--- src/rtl/matrix_alu_pkg.sv ---
// Shared types for the 2x2 matrix ALU: opcode and FSM state encodings,
// plus the result-width helper.
package matrix_alu_pkg;

   typedef enum logic [2:0] {
      OP_ADD = 3'd0,
      OP_SUB = 3'd1,
      OP_MUL = 3'd2,
      OP_SCL = 3'd3,
      OP_TRN = 3'd4,
      OP_DET = 3'd5,
      OP_ADJ = 3'd6,
      OP_RSV = 3'd7
   } op_e;

   typedef enum logic [1:0] {
      ST_IDLE = 2'd0,
      ST_BUSY = 2'd1,
      ST_DONE = 2'd2
   } state_e;

   function automatic int rw(input int w);
      return 2 * w + 1;
   endfunction

endpackage

--- src/rtl/matrix_alu_2x2_seq_mac2.sv ---
// mac2: combinational two-term multiply-accumulate, p = x0*y0 +/- x1*y1,
// exact in 2*W+1 bits.
module mac2
   import matrix_alu_pkg::*;
#(
   parameter int W = 4,
   localparam int RW = rw(W)
) (
   input  logic signed [W-1:0]  i_x0,
   input  logic signed [W-1:0]  i_y0,
   input  logic signed [W-1:0]  i_x1,
   input  logic signed [W-1:0]  i_y1,
   input  logic                 i_sub,
   output logic signed [RW-1:0] o_p
);

   logic signed [RW-1:0] w_p0;
   logic signed [RW-1:0] w_p1;

   always_comb begin
      w_p0 = RW'(i_x0) * RW'(i_y0);
      w_p1 = RW'(i_x1) * RW'(i_y1);
      o_p  = i_sub ? (w_p0 - w_p1) : (w_p0 + w_p1);
   end

endmodule

--- src/rtl/matrix_alu_2x2_seq.sv ---
// Sequential 2x2 signed matrix ALU with valid/ready handshakes.
// Define MATRIX_ALU_ADJ_EN to enable the adjugate op (op 6); otherwise op 6 is reserved.
module matrix_alu_2x2_seq
   import matrix_alu_pkg::*;
#(
   parameter int W = 4,
   localparam int RW = rw(W)
) (
   input  logic            clk,
   input  logic            rst_n,
   input  logic            in_valid,
   output logic            in_ready,
   input  logic [2:0]      op,
   input  logic [4*W-1:0]  A,
   input  logic [4*W-1:0]  B,
   output logic            out_valid,
   input  logic            out_ready,
   output logic [4*RW-1:0] C,
   output logic            err
);

   state_e               r_state;
   state_e               w_state_nxt;
   op_e                  r_op;
   logic [4*W-1:0]       r_a;
   logic [4*W-1:0]       r_b;
   logic [1:0]           r_cnt;
   logic                 r_rdy;
   logic [4*RW-1:0]      r_c;
   logic                 r_err;

   logic signed [W-1:0]  w_a [4];
   logic signed [W-1:0]  w_b [4];
   logic signed [W-1:0]  w_mx0, w_my0, w_mx1, w_my1;
   logic                 w_msub;
   logic signed [RW-1:0] w_mac;
   logic signed [RW-1:0] w_e [4];
   logic [4*RW-1:0]      w_c_mul;
   logic                 w_err_nxt;
   logic                 w_last;
   logic                 w_accept;

   always_comb begin
      for (int unsigned i = 0; i < 4; i++) begin
         w_a[i] = r_a[(3-i)*W +: W];
         w_b[i] = r_b[(3-i)*W +: W];
      end
   end

   // MAC defaults to the determinant; MUL steers row {cnt[1]} x column {cnt[0]}
   always_comb begin
      w_mx0  = w_a[0];
      w_my0  = w_a[3];
      w_mx1  = w_a[1];
      w_my1  = w_a[2];
      w_msub = 1'b1;
      if (r_op == OP_MUL) begin
         w_mx0  = w_a[{r_cnt[1], 1'b0}];
         w_my0  = w_b[{1'b0, r_cnt[0]}];
         w_mx1  = w_a[{r_cnt[1], 1'b1}];
         w_my1  = w_b[{1'b1, r_cnt[0]}];
         w_msub = 1'b0;
      end
   end

   mac2 #(.W(W)) u_mac2 (
      .i_x0  (w_mx0),
      .i_y0  (w_my0),
      .i_x1  (w_mx1),
      .i_y1  (w_my1),
      .i_sub (w_msub),
      .o_p   (w_mac)
   );

   always_comb begin
      w_err_nxt = 1'b0;
      for (int unsigned i = 0; i < 4; i++) w_e[i] = '0;
      case (r_op)
         OP_ADD: for (int unsigned i = 0; i < 4; i++) w_e[i] = RW'(w_a[i]) + RW'(w_b[i]);
         OP_SUB: for (int unsigned i = 0; i < 4; i++) w_e[i] = RW'(w_a[i]) - RW'(w_b[i]);
         OP_SCL: for (int unsigned i = 0; i < 4; i++) w_e[i] = RW'(w_b[3]) * RW'(w_a[i]);
         OP_TRN: begin
            w_e[0] = RW'(w_a[0]);
            w_e[1] = RW'(w_a[2]);
            w_e[2] = RW'(w_a[1]);
            w_e[3] = RW'(w_a[3]);
         end
         OP_DET: w_e[0] = w_mac;
         OP_MUL: w_err_nxt = 1'b0;
`ifdef MATRIX_ALU_ADJ_EN
         OP_ADJ: begin
            w_e[0]    = RW'(w_a[3]);
            w_e[1]    = -RW'(w_a[1]);
            w_e[2]    = -RW'(w_a[2]);
            w_e[3]    = RW'(w_a[0]);
            w_err_nxt = (w_mac == '0);
         end
`endif
         default: w_err_nxt = 1'b1;
      endcase

      w_c_mul = r_c;
      case (r_cnt)
         2'd0:    w_c_mul[4*RW-1:3*RW] = w_mac;
         2'd1:    w_c_mul[3*RW-1:2*RW] = w_mac;
         2'd2:    w_c_mul[2*RW-1:RW]   = w_mac;
         default: w_c_mul[RW-1:0]      = w_mac;
      endcase
   end

   always_comb begin
      w_state_nxt = r_state;
      in_ready    = 1'b0;
      out_valid   = 1'b0;
      w_accept    = 1'b0;
      w_last      = (r_op == OP_MUL) ? (r_cnt == 2'd3) :
                    (r_op == OP_DET) ? (r_cnt == 2'd1) : 1'b1;
      case (r_state)
         ST_IDLE: begin
            in_ready = r_rdy;
            if (in_valid && r_rdy) begin
               w_accept    = 1'b1;
               w_state_nxt = ST_BUSY;
            end
         end
         ST_BUSY: if (w_last) w_state_nxt = ST_DONE;
         ST_DONE: begin
            out_valid = 1'b1;
            if (out_ready) w_state_nxt = ST_IDLE;
         end
         default: w_state_nxt = ST_IDLE;
      endcase
   end

   always_ff @(posedge clk or negedge rst_n) begin
      if (!rst_n) r_state <= ST_IDLE;
      else        r_state <= w_state_nxt;
   end

   // r_rdy keeps in_ready low until the first edge after reset release
   always_ff @(posedge clk or negedge rst_n) begin
      if (!rst_n) begin
         r_rdy <= 1'b0;
         r_op  <= OP_ADD;
         r_a   <= '0;
         r_b   <= '0;
         r_cnt <= '0;
         r_c   <= '0;
         r_err <= 1'b0;
      end else begin
         r_rdy <= 1'b1;
         if (w_accept) begin
            r_op  <= op_e'(op);
            r_a   <= A;
            r_b   <= B;
            r_cnt <= '0;
         end else if (r_state == ST_BUSY) begin
            r_cnt <= r_cnt + 2'd1;
            if (r_op == OP_MUL) r_c <= w_c_mul;
            else if (w_last)    r_c <= {w_e[0], w_e[1], w_e[2], w_e[3]};
            if (w_last) r_err <= w_err_nxt;
         end
      end
   end

   assign C   = r_c;
   assign err = r_err;

endmodule

--- config.mk ---
export PLATFORM = sky130hd
export DESIGN_NAME = matrix_alu_2x2_seq
export DESIGN_NICKNAME = d
export VERILOG_FILES = /design/src/rtl/matrix_alu_pkg.sv /design/src/rtl/matrix_alu_2x2_seq_mac2.sv /design/src/rtl/matrix_alu_2x2_seq.sv
export SDC_FILE = /design/constraint.sdc
export NUM_CORES = 1
export LEC_CHECK = 0
export BUFFER_PORTS_ARGS = -buffer_cell sky130_fd_sc_hd__buf_2
export CORE_MARGIN = 4
export CORE_UTILIZATION = 64
export DETAILED_ROUTE_END_ITERATION = 7
export PLACE_DENSITY_LB_ADDON = 0.05
export SYNTH_ARGS = -nofsm -noshare
export SYNTH_HDL_FRONTEND = slang
export SYNTH_SLANG_ARGS = --single-unit
export TNS_END_PERCENT = 30
--- constraint.sdc ---
create_clock -name clk -period 12.2 [get_ports clk]
set_clock_uncertainty 0.2 [all_clocks]
set_input_delay 0.61 -clock clk [delete_from_list [all_inputs] [get_ports clk]]
set_output_delay 0.61 -clock clk [all_outputs]
set_load 0.005 [all_outputs]
# Word level (Yosys, flattened, before mapping)
# Cells that the tools add are included.
# Widths: inputs -> output; s select.
# word_totals
wordCells,106
inputBits,39
output_inout_bits,39
register_bits,77
# op_classes
addsub,11
n_lt_le_gt_ge,4
n_mux,38
mul,6
bitwise_logic,5
eq_ne,17
n_reduce_logical,14
# ops
operator,n
$pmux 27 s4,1
$mux 36,2
$mul 4x4->8,6
$mux 4,12
$mux 9,5
$pmux 9 s5,1
$bmux 4 s2,4
$add 4x4->5,4
$sub 4x4->5,4
$reduce_and 4->1,4
$ge 3x3->1 const B,4
$mux 2,5
$add 9x9->9,1
$not 2->3,3
$sub 9x9->9,1
$ne 2x2->1 const B,4
$mux 1,7
$eq 2x2->1 const B,3
$eq 3x2->1 const B,2
$eq 3x3->1 const B,2
$ne 2x1->1 const B,3
$pmux 2 s3,1
$reduce_and 3->1,2
$reduce_or 6->1,1
other kinds (10),13

# Depth between registers and ports, before layout
# Gate-level depths: netlist of the first run.
# depth
depth_word,11
ltp_mapped,26
depth_no_buf,23

# Hierarchy
# A second synthesis of the first run with hierarchy kept.
# unflattened
cells_unflattened,965
area_unflattened_um2,8792.2
# modules_own_cells
mod,area_each_um2,cells_per_inst,instances,seq_area_each_um2
matrix_alu_2x2_seq,7215.7,781,1,1926.8
mac2,1576.5,184,1,0.0

# Least setup slack after synthesis of the first run
# Ideal clock, no wire load.
# synth_timing
path_kind,reg-to-reg
from,register r_op[0]
to,register r_c[17] (netlist: C[17])
n_path_buf,2
path_stages_with_launch,23
period_less_slack_ns,6.264
required_time_ns,11.872
setup_ns,0.128
t_arrival_ns,5.936
setup_slack_ns,5.936
path_cell_list,dfrtp_1 or3b_4 buf_2 clkbuf_1 o21ai_0 nand2_1 fa_1 fa_1 fa_1 inv_1 ha_1 fa_1 a21o_1 a21oi_1 xnor2_1 xnor2_1 inv_1 ha_1 o211a_1 o31a_1 o21ai_0 nor4bb_1 nor3_1
# synth_via
elab_chain_cells,7
elab_cells_between_ends,24
classes_between,add/sub (2); mul (2); eq/ne (6); mux (11); reduce/logical (3)
# synth_lines
item,line,rtl
from (decl),matrix_alu_2x2_seq.sv:24,op_e r_op;
from (signal assigned),matrix_alu_2x2_seq.sv:153,r_op <= op_e'(op);
$eq 3x2->1,"matrix_alu_2x2_seq.sv:57, matrix_alu_2x2_seq.sv:116, matrix_alu_2x2_seq.sv:159",
$mux 4,matrix_alu_2x2_seq.sv:57,if (r_op == OP_MUL) begin
$mul 4x4->8 (on tied branches),"matrix_alu_2x2_seq_mac2.sv:21, matrix_alu_2x2_seq_mac2.sv:22",
$sub 9x9->9 / $add 9x9->9 (equally long branches),matrix_alu_2x2_seq_mac2.sv:23,o_p = i_sub ? (w_p0 - w_p1) : (w_p0 + w_p1);
$mux 9,matrix_alu_2x2_seq_mac2.sv:23,
$mux 9,matrix_alu_2x2_seq.sv:103,case (r_cnt)
$mux 36,matrix_alu_2x2_seq.sv:159,if (r_op == OP_MUL) r_c <= w_c_mul;
to (signal assigned),matrix_alu_2x2_seq.sv:159,
to (signal assigned),matrix_alu_2x2_seq.sv:160,"else if (w_last) r_c <= {w_e[0], w_e[1], w_e[2], w_e[3]};"
to (decl),matrix_alu_2x2_seq.sv:29,logic [4*RW-1:0] r_c;
# Several ways; a longest one is shown, not always the timed one. The select of a mux whose other input is x is not followed.
# A chain may end at the register's enable or synchronous reset.

# Final worst setup path of the first run
# layout_timing
from,register r_op[0]
to,register r_c[26] (netlist: C[26])
# Same word-level chain as after synthesis.

==> out/results.txt, run 1 <==
Status -> complete, no violations
Global Route Usage Sum -> 0.3080
F_max -> 0.1411 GHz
Sequential element share of the synthesized area -> 0.2194
1st-iter DRT viols -> 686
Vias -> 7360
Top cell by count, worst path -> fa_1
Clock Latency Late Sink -> 0.36 ns
CP max stage delay -> 0.67 ns
Initial cell density of the core -> 0.6580
YS warnings -> 0
Seq cells post-synth -> 77
CTS tree -> done
Via/cell ratio -> 5.993
Post-route setup TNS -> 0 ns
Final Cycle Share -> 0.5810
Final setup vio count -> 0
Number of synthesized flops with an enable pin -> 0
Least-Margin Pin Slew -> 1.167 ns
Final ANT Viol Nets -> 0
Syn Area/Cell -> 8.908 sq um
Asr flop ratio synth -> 1.000
Net Count, Synth -> 1206
Final instance area -> 0.009599 sq mm
Vias in the first global route -> 7250
Number of cells produced by synthesis -> 986
CTS sink cnt -> 77
WL/cell -> 19.30 microns
First-pass GRT wire length -> 37.96 mm
Critical Path Fanout Max -> 30
Grt ovf -> 0
CP Launch Type -> flop
Most frequent cells in the layout -> ha_1 (118), inv_1 (111), nand2_1 (93)
Final Max Tran Viols -> 0
Initial antenna violation count -> 0
Drt pass-1 iters -> 6
CP arrival -> 7.12 ns
Setup Buffers After CTS -> 0
Clock-pin slew on the worst setup and hold paths -> 0.06 ns
Fin. Hold Viols -> 0
Most common cell after layout, fill and taps aside -> ha_1
CTS Buffer Depth -> 2
RD Place Congestion -> 0.9394
Number of CTS-inserted buffers -> 9
Final WL -> 23.70 mm
Share of cells above drive strength 1 -> 0.1255
Critical Path RT -> 12.23 ns
Core area -> 0.01335 sq mm
Ys flop type -> dfrtp_1
RSZ-0062 raised after global routing -> false
Number of core rows -> 42
Library cells used by synthesis -> 65
Max Cap Viol -> 0
Pin count of the biggest net entering global routing -> 78
HPWL after DPL -> 18.08 mm
Post-synthesis cell area -> 0.008783 sq mm
WS Path Type -> reg -> reg
Die X-Extent -> 125.2 microns
Placed cell area -> 0.009308 sq mm
Worst setup EP type -> flop
H-tree depth -> 3
Port Buf Inserts -> 77
Final nets -> 1268
HP Class -> in -> async
Slowest stage cell, crit path -> dfrtp_1
Area growth syn-to-layout -> 9.288%
Die height -> 125.2 microns
Number of diodes -> 0
PostCTS Resize Cnt -> 0
# DRC -> 0
Final worst path period need -> 7.088 ns
# IOs -> 78
Normalized max-slew margin -> 0.2160
Crit-path cells -> or3b_4 > o21ai_0 > nand2_1 > fa_1 > fa_1 > fa_1 > inv_1 > ha_1 > fa_1 > a21o_1 > a21oi_1 > xnor2_1 > xnor2_1 > inv_1 > ha_1 > o211a_1 > o31a_1 > o21ai_0 > nor4bb_1 > nor3_1
Hold_buf cts -> 0
Root buf cell -> clkbuf_16
Die ar. -> 0.01566 sq mm
-- logic make-up (layout without fill, tap and decap cells) --
family / after synthesis / count (layout) / share of synthesized area
other: 1 / 1 / 0.0004269
muxes: 30 / 30 / 0.03604
adders and majority gates: 181 / 181 / 0.3117
and+or+nand+nor: 251 / 251 / 0.1338
buffers and inverters: 150 / 216 / 0.06538
AOI/OAI and AO/OA: 234 / 234 / 0.1682
DFF: 77 / 77 / 0.2194
xor gates and xnor gates: 62 / 62 / 0.06510
-- final timing paths --
path	from	to	slack (ns)	cells after the start
max in group asynchronous	rst_n	C[29]$_DFFE_PN0P_	10.90	1
max	r_op[0]$_DFFE_PN0P_	C[26]$_DFFE_PN0P_	5.11	20
min reg2reg	C[1]$_DFFE_PN0P_	C[1]$_DFFE_PN0P_	0.30	2
min	rst_n	C[6]$_DFFE_PN0P_	0.23	1
min in group clk	B[14]	r_b[14]$_DFFE_PN0P_	0.25	3
max reg2reg	r_op[0]$_DFFE_PN0P_	C[26]$_DFFE_PN0P_	5.11	20
-- sequential cells by signal, indices dropped and copies added (netlist names) --
| signal | cells |
|---|---|
| C | 36 |
| r_b | 16 |
| r_a | 16 |
| r_op | 3 |
| r_rdy | 1 |
| r_cnt | 2 |
| r_state | 2 |
| err | 1 |
-- synthesized netlist by cell type, types with 4 or more instances --
master | number | area share
inv_2 | 4 | 0.0017
mux2_2 | 12 | 0.015
clkinv_1 | 4 | 0.0017
nand3_1 | 5 | 0.0028
xor2_1 | 13 | 0.013
nand2b_1 | 9 | 0.0064
a31oi_1 | 13 | 0.0093
a22oi_1 | 5 | 0.0043
or2_2 | 9 | 0.0064
dfrtp_1 | 77 | 0.22
nor2b_1 | 11 | 0.0078
or3_1 | 4 | 0.0028
a21o_1 | 22 | 0.019
nand2_1 | 93 | 0.040
o22ai_1 | 7 | 0.0050
and2_1 | 16 | 0.011
nor3_1 | 10 | 0.0057
a21oi_1 | 64 | 0.036
inv_1 | 111 | 0.047
clkbuf_1 | 24 | 0.010
o221ai_1 | 6 | 0.0060
mux2i_1 | 17 | 0.019
a221oi_1 | 8 | 0.0080
xnor2_1 | 47 | 0.047
o22a_1 | 8 | 0.0080
ha_1 | 118 | 0.17
nor2_1 | 78 | 0.033
o21a_1 | 8 | 0.0068
o21ai_0 | 62 | 0.035
o21ai_1 | 4 | 0.0023
a211oi_1 | 5 | 0.0043
fa_1 | 63 | 0.14
-- worst max-delay path, delay by kind of cell (launching register included) --
family,cells,cell delay [ns]
xor+xnor,2,0.37
flops,1,0.67
simple gates,4,1.31
buf+inv,2,0.12
fa+ha+maj,6,2.53
compound gates,6,1.77
-- final cells by class --
class                      count  area, sq um
multi-input combinational    759         6289
tap                          176        220.2
timing repair buffer          82        425.4
fill                        1080         3749
clock buffer                  11        242.7
sequential                    77         1927
clock inverter                 4        48.80
inverter                     119        446.7
-- per-stage QoR --
step,cells,utilization,setup slack (ns),hold slack (ns)
CTS,1228,0.7192,5.208,0.2467
detailed placement,1213,0.6973,5.223,0.2947
finish,1228,0.7192,5.112,0.2255
global placement,1213,0.6973,5.505,0.2756
floorplan,986,-,5.936,0.1144
global route,1228,0.7192,4.641,0.2731
-- metal layers --
layer | up-vias | track usage | share of wire
met5 | - | 0 | 0
met2 | 301 | 0.4875 | 0.46
li1 | 3468 | - | -
met3 | 62 | 0.06098 | 0.081
met4 | 0 | 0.1078 | 0.034
met1 | 3529 | 0.4263 | 0.43
Power of run 1 is left out: the tool's default activity adds up to more than one toggle a clock period on the data nets, which glitch-free logic cannot reach.
==> inputs of run 2 (changes only) <==
Settings changed: CORE_UTILIZATION 64 to 56.
Clock period 12.2 ns to 5.7 ns, I/O delays scaled along.
==> out/results.txt, run 2 (synthesized netlist as in run 1, its figures left out) <==
Filler cell count -> 1247
Most common cell after layout, fill and taps aside -> ha_1
Max Cap Viol -> 0
# IOs -> 78
Area growth syn-to-layout -> 23.42%
Most frequent cells in the layout -> ha_1 (114), inv_1 (110), nand2_1 (91)
Final setup vio count -> 4
Drt pass-1 iters -> 6
Number of flip-flops in the largest register -> 36
Number of diodes -> 0
Fin. Hold Viols -> 0
Vias -> 7774
Status -> finished with violations
1st-iter DRT viols -> 633
Worst Path Buf+Inv -> 3
F_max -> 0.1710 GHz
Root buf cell -> clkbuf_16
Port Buf Inserts -> 77
Final worst path period need -> 5.849 ns
HPWL after DPL -> 20.28 mm
H-tree depth -> 3
Final Max Tran Viols -> 0
Number of core rows -> 45
# DRC -> 0
CTS Buffer Depth -> 2
WS Path Type -> reg -> reg
Critical path's top delay family -> adder cells
WL/cell -> 19.05 microns
CP arrival -> 5.87 ns
Critical Path RT -> 5.72 ns
Global Route Usage Sum -> 0.3025
CTS sink cnt -> 77
First-pass GRT wire length -> 41.54 mm
Least-Margin Pin Slew -> 1.254 ns
Clock-pin slew on the worst setup and hold paths -> 0.06 ns
Grt ovf -> 0
Share of cells above drive strength 1 -> 0.2121
HP Class -> in -> reg
RD Place Congestion -> 0.9212
Final nets -> 1384
Die X-Extent -> 133.2 microns
Normalized max-slew margin -> 0.1577
Post-route setup TNS -> -0.3362 ns
Via/cell ratio -> 5.633
Final WL -> 26.29 mm
Die ar. -> 0.01775 sq mm
Final Cycle Share -> 1.026
Die height -> 133.2 microns
Clock Latency Late Sink -> 0.36 ns
CTS tree -> done
Final ANT Viol Nets -> 0
Crit-path cells -> or3b_4 > buf_6 > nor2_2 > a21oi_1 > or2_4 > fa_1 > fa_1 > fa_1 > inv_1 > ha_2 > inv_2 > fa_2 > nand3_2 > o21ai_2 > a21boi_4 > xnor2_2 > ha_4 > o211a_1 > o31a_1 > or3_4 > a211oi_1 > nor3_1
Top cell by count, worst path -> fa_1
Initial antenna violation count -> 0
Number of CTS-inserted buffers -> 9
RSZ-0062 raised after global routing -> true
Core area -> 0.01526 sq mm
Final worst slack -> -0.1491 ns
CP Launch Type -> flop
Pin count of the biggest net entering global routing -> 78
Worst setup EP type -> flop
Slowest stage cell, crit path -> fa_2
Failing checks -> setup timing
Vias in the first global route -> 7839
Util after Layout -> 0.7105
Initial cell density of the core -> 0.5756
CP max stage delay -> 0.54 ns
Critical Path Fanout Max -> 6
## run 2: cell types whose count changed in the layout (fill, tap and decap cells not counted), moves of 3 or more
| cell | previous run | this run |
|---|---|---|
| nor4bb_1 | 3 | 0 |
| or2_4 | 0 | 4 |
| clkinvlp_4 | 0 | 3 |
| ha_1 | 118 | 114 |
| or2_2 | 9 | 5 |
| or3_4 | 0 | 3 |
| nor2_1 | 78 | 74 |
| a21oi_2 | 0 | 5 |
| a21oi_1 | 64 | 59 |
| o21ai_0 | 62 | 57 |
| nor4bb_2 | 0 | 3 |
| dlygate4sd3_1 | 0 | 36 |
| nor2_2 | 0 | 3 |
| buf_4 | 6 | 83 |
## run 2: routing by layer
layer,vias to the layer above,share of wire,track usage
met5,-,0,0
met4,0,0.044,0.1434
met3,73,0.067,0.06760
met2,253,0.46,0.4794
met1,3735,0.43,0.3952
li1,3713,-,-
## run 2: cell type report
type,count,area (sq um),share of cell area
clock inverters,6,70.07,0.006464
flip-flops and latches,77,1927,0.1777
multi-input cells,760,6509,0.6004
clock buffers,10,229.0,0.02112
repair buffers,197,1395,0.1287
inverters,119,446.7,0.04120
well taps,211,264.0,0.02435
## run 2: through the flow
step | setup WS (ns) | hold WS [ns] | cells | area [sq um]
floorplan | -0.1553 | -0.2106 | 986 | 8885
global placement | -0.1205 | 0.2703 | 1322 | 9986
detailed placement | -0.2748 | 0.2790 | 1322 | 9986
CTS | -0.09927 | 0.03078 | 1380 | 10750
global route | -0.3833 | 0.06127 | 1380 | 10840
finish | -0.1491 | 0.04096 | 1380 | 10840
## run 2: timing repair
item / 4_1_cts / 5_1_grt
gates resized for setup: 17 / 18
cloned: 1 / 0
endpoints found under the setup margin: 10 / 12
hold endpoints to repair: 112 / 0
pin swaps: 17 / 10
setup buffers: 5 / 0
hold buffers: 36 / 0
## run 2: path summary, 6_finish.rpt
path                            slack (ns)                start  depth (start not counted)                endpoint
worst max-delay path                 -0.15  r_op[2]$_DFFE_PN0P_                         22        C[8]$_DFFE_PN0P_
worst min-delay path                  0.04            out_ready                          3  r_state[1]$_DFFE_PN0P_
worst min register to register        0.29     C[1]$_DFFE_PN0P_                          2        C[1]$_DFFE_PN0P_
worst max register to register       -0.15  r_op[2]$_DFFE_PN0P_                         22        C[8]$_DFFE_PN0P_
min in group asynchronous             0.44                rst_n                          2        C[6]$_DFFE_PN0P_
max in group asynchronous             4.20                rst_n                          2         r_rdy$_DFF_PN0_
## run 2: worst min-delay path, stage by stage
cell and delay, ns:
buf_2 0.07, nand2b_1 0.08, o21ai_0 0.09
Power of run 2 is left out for the same reason.
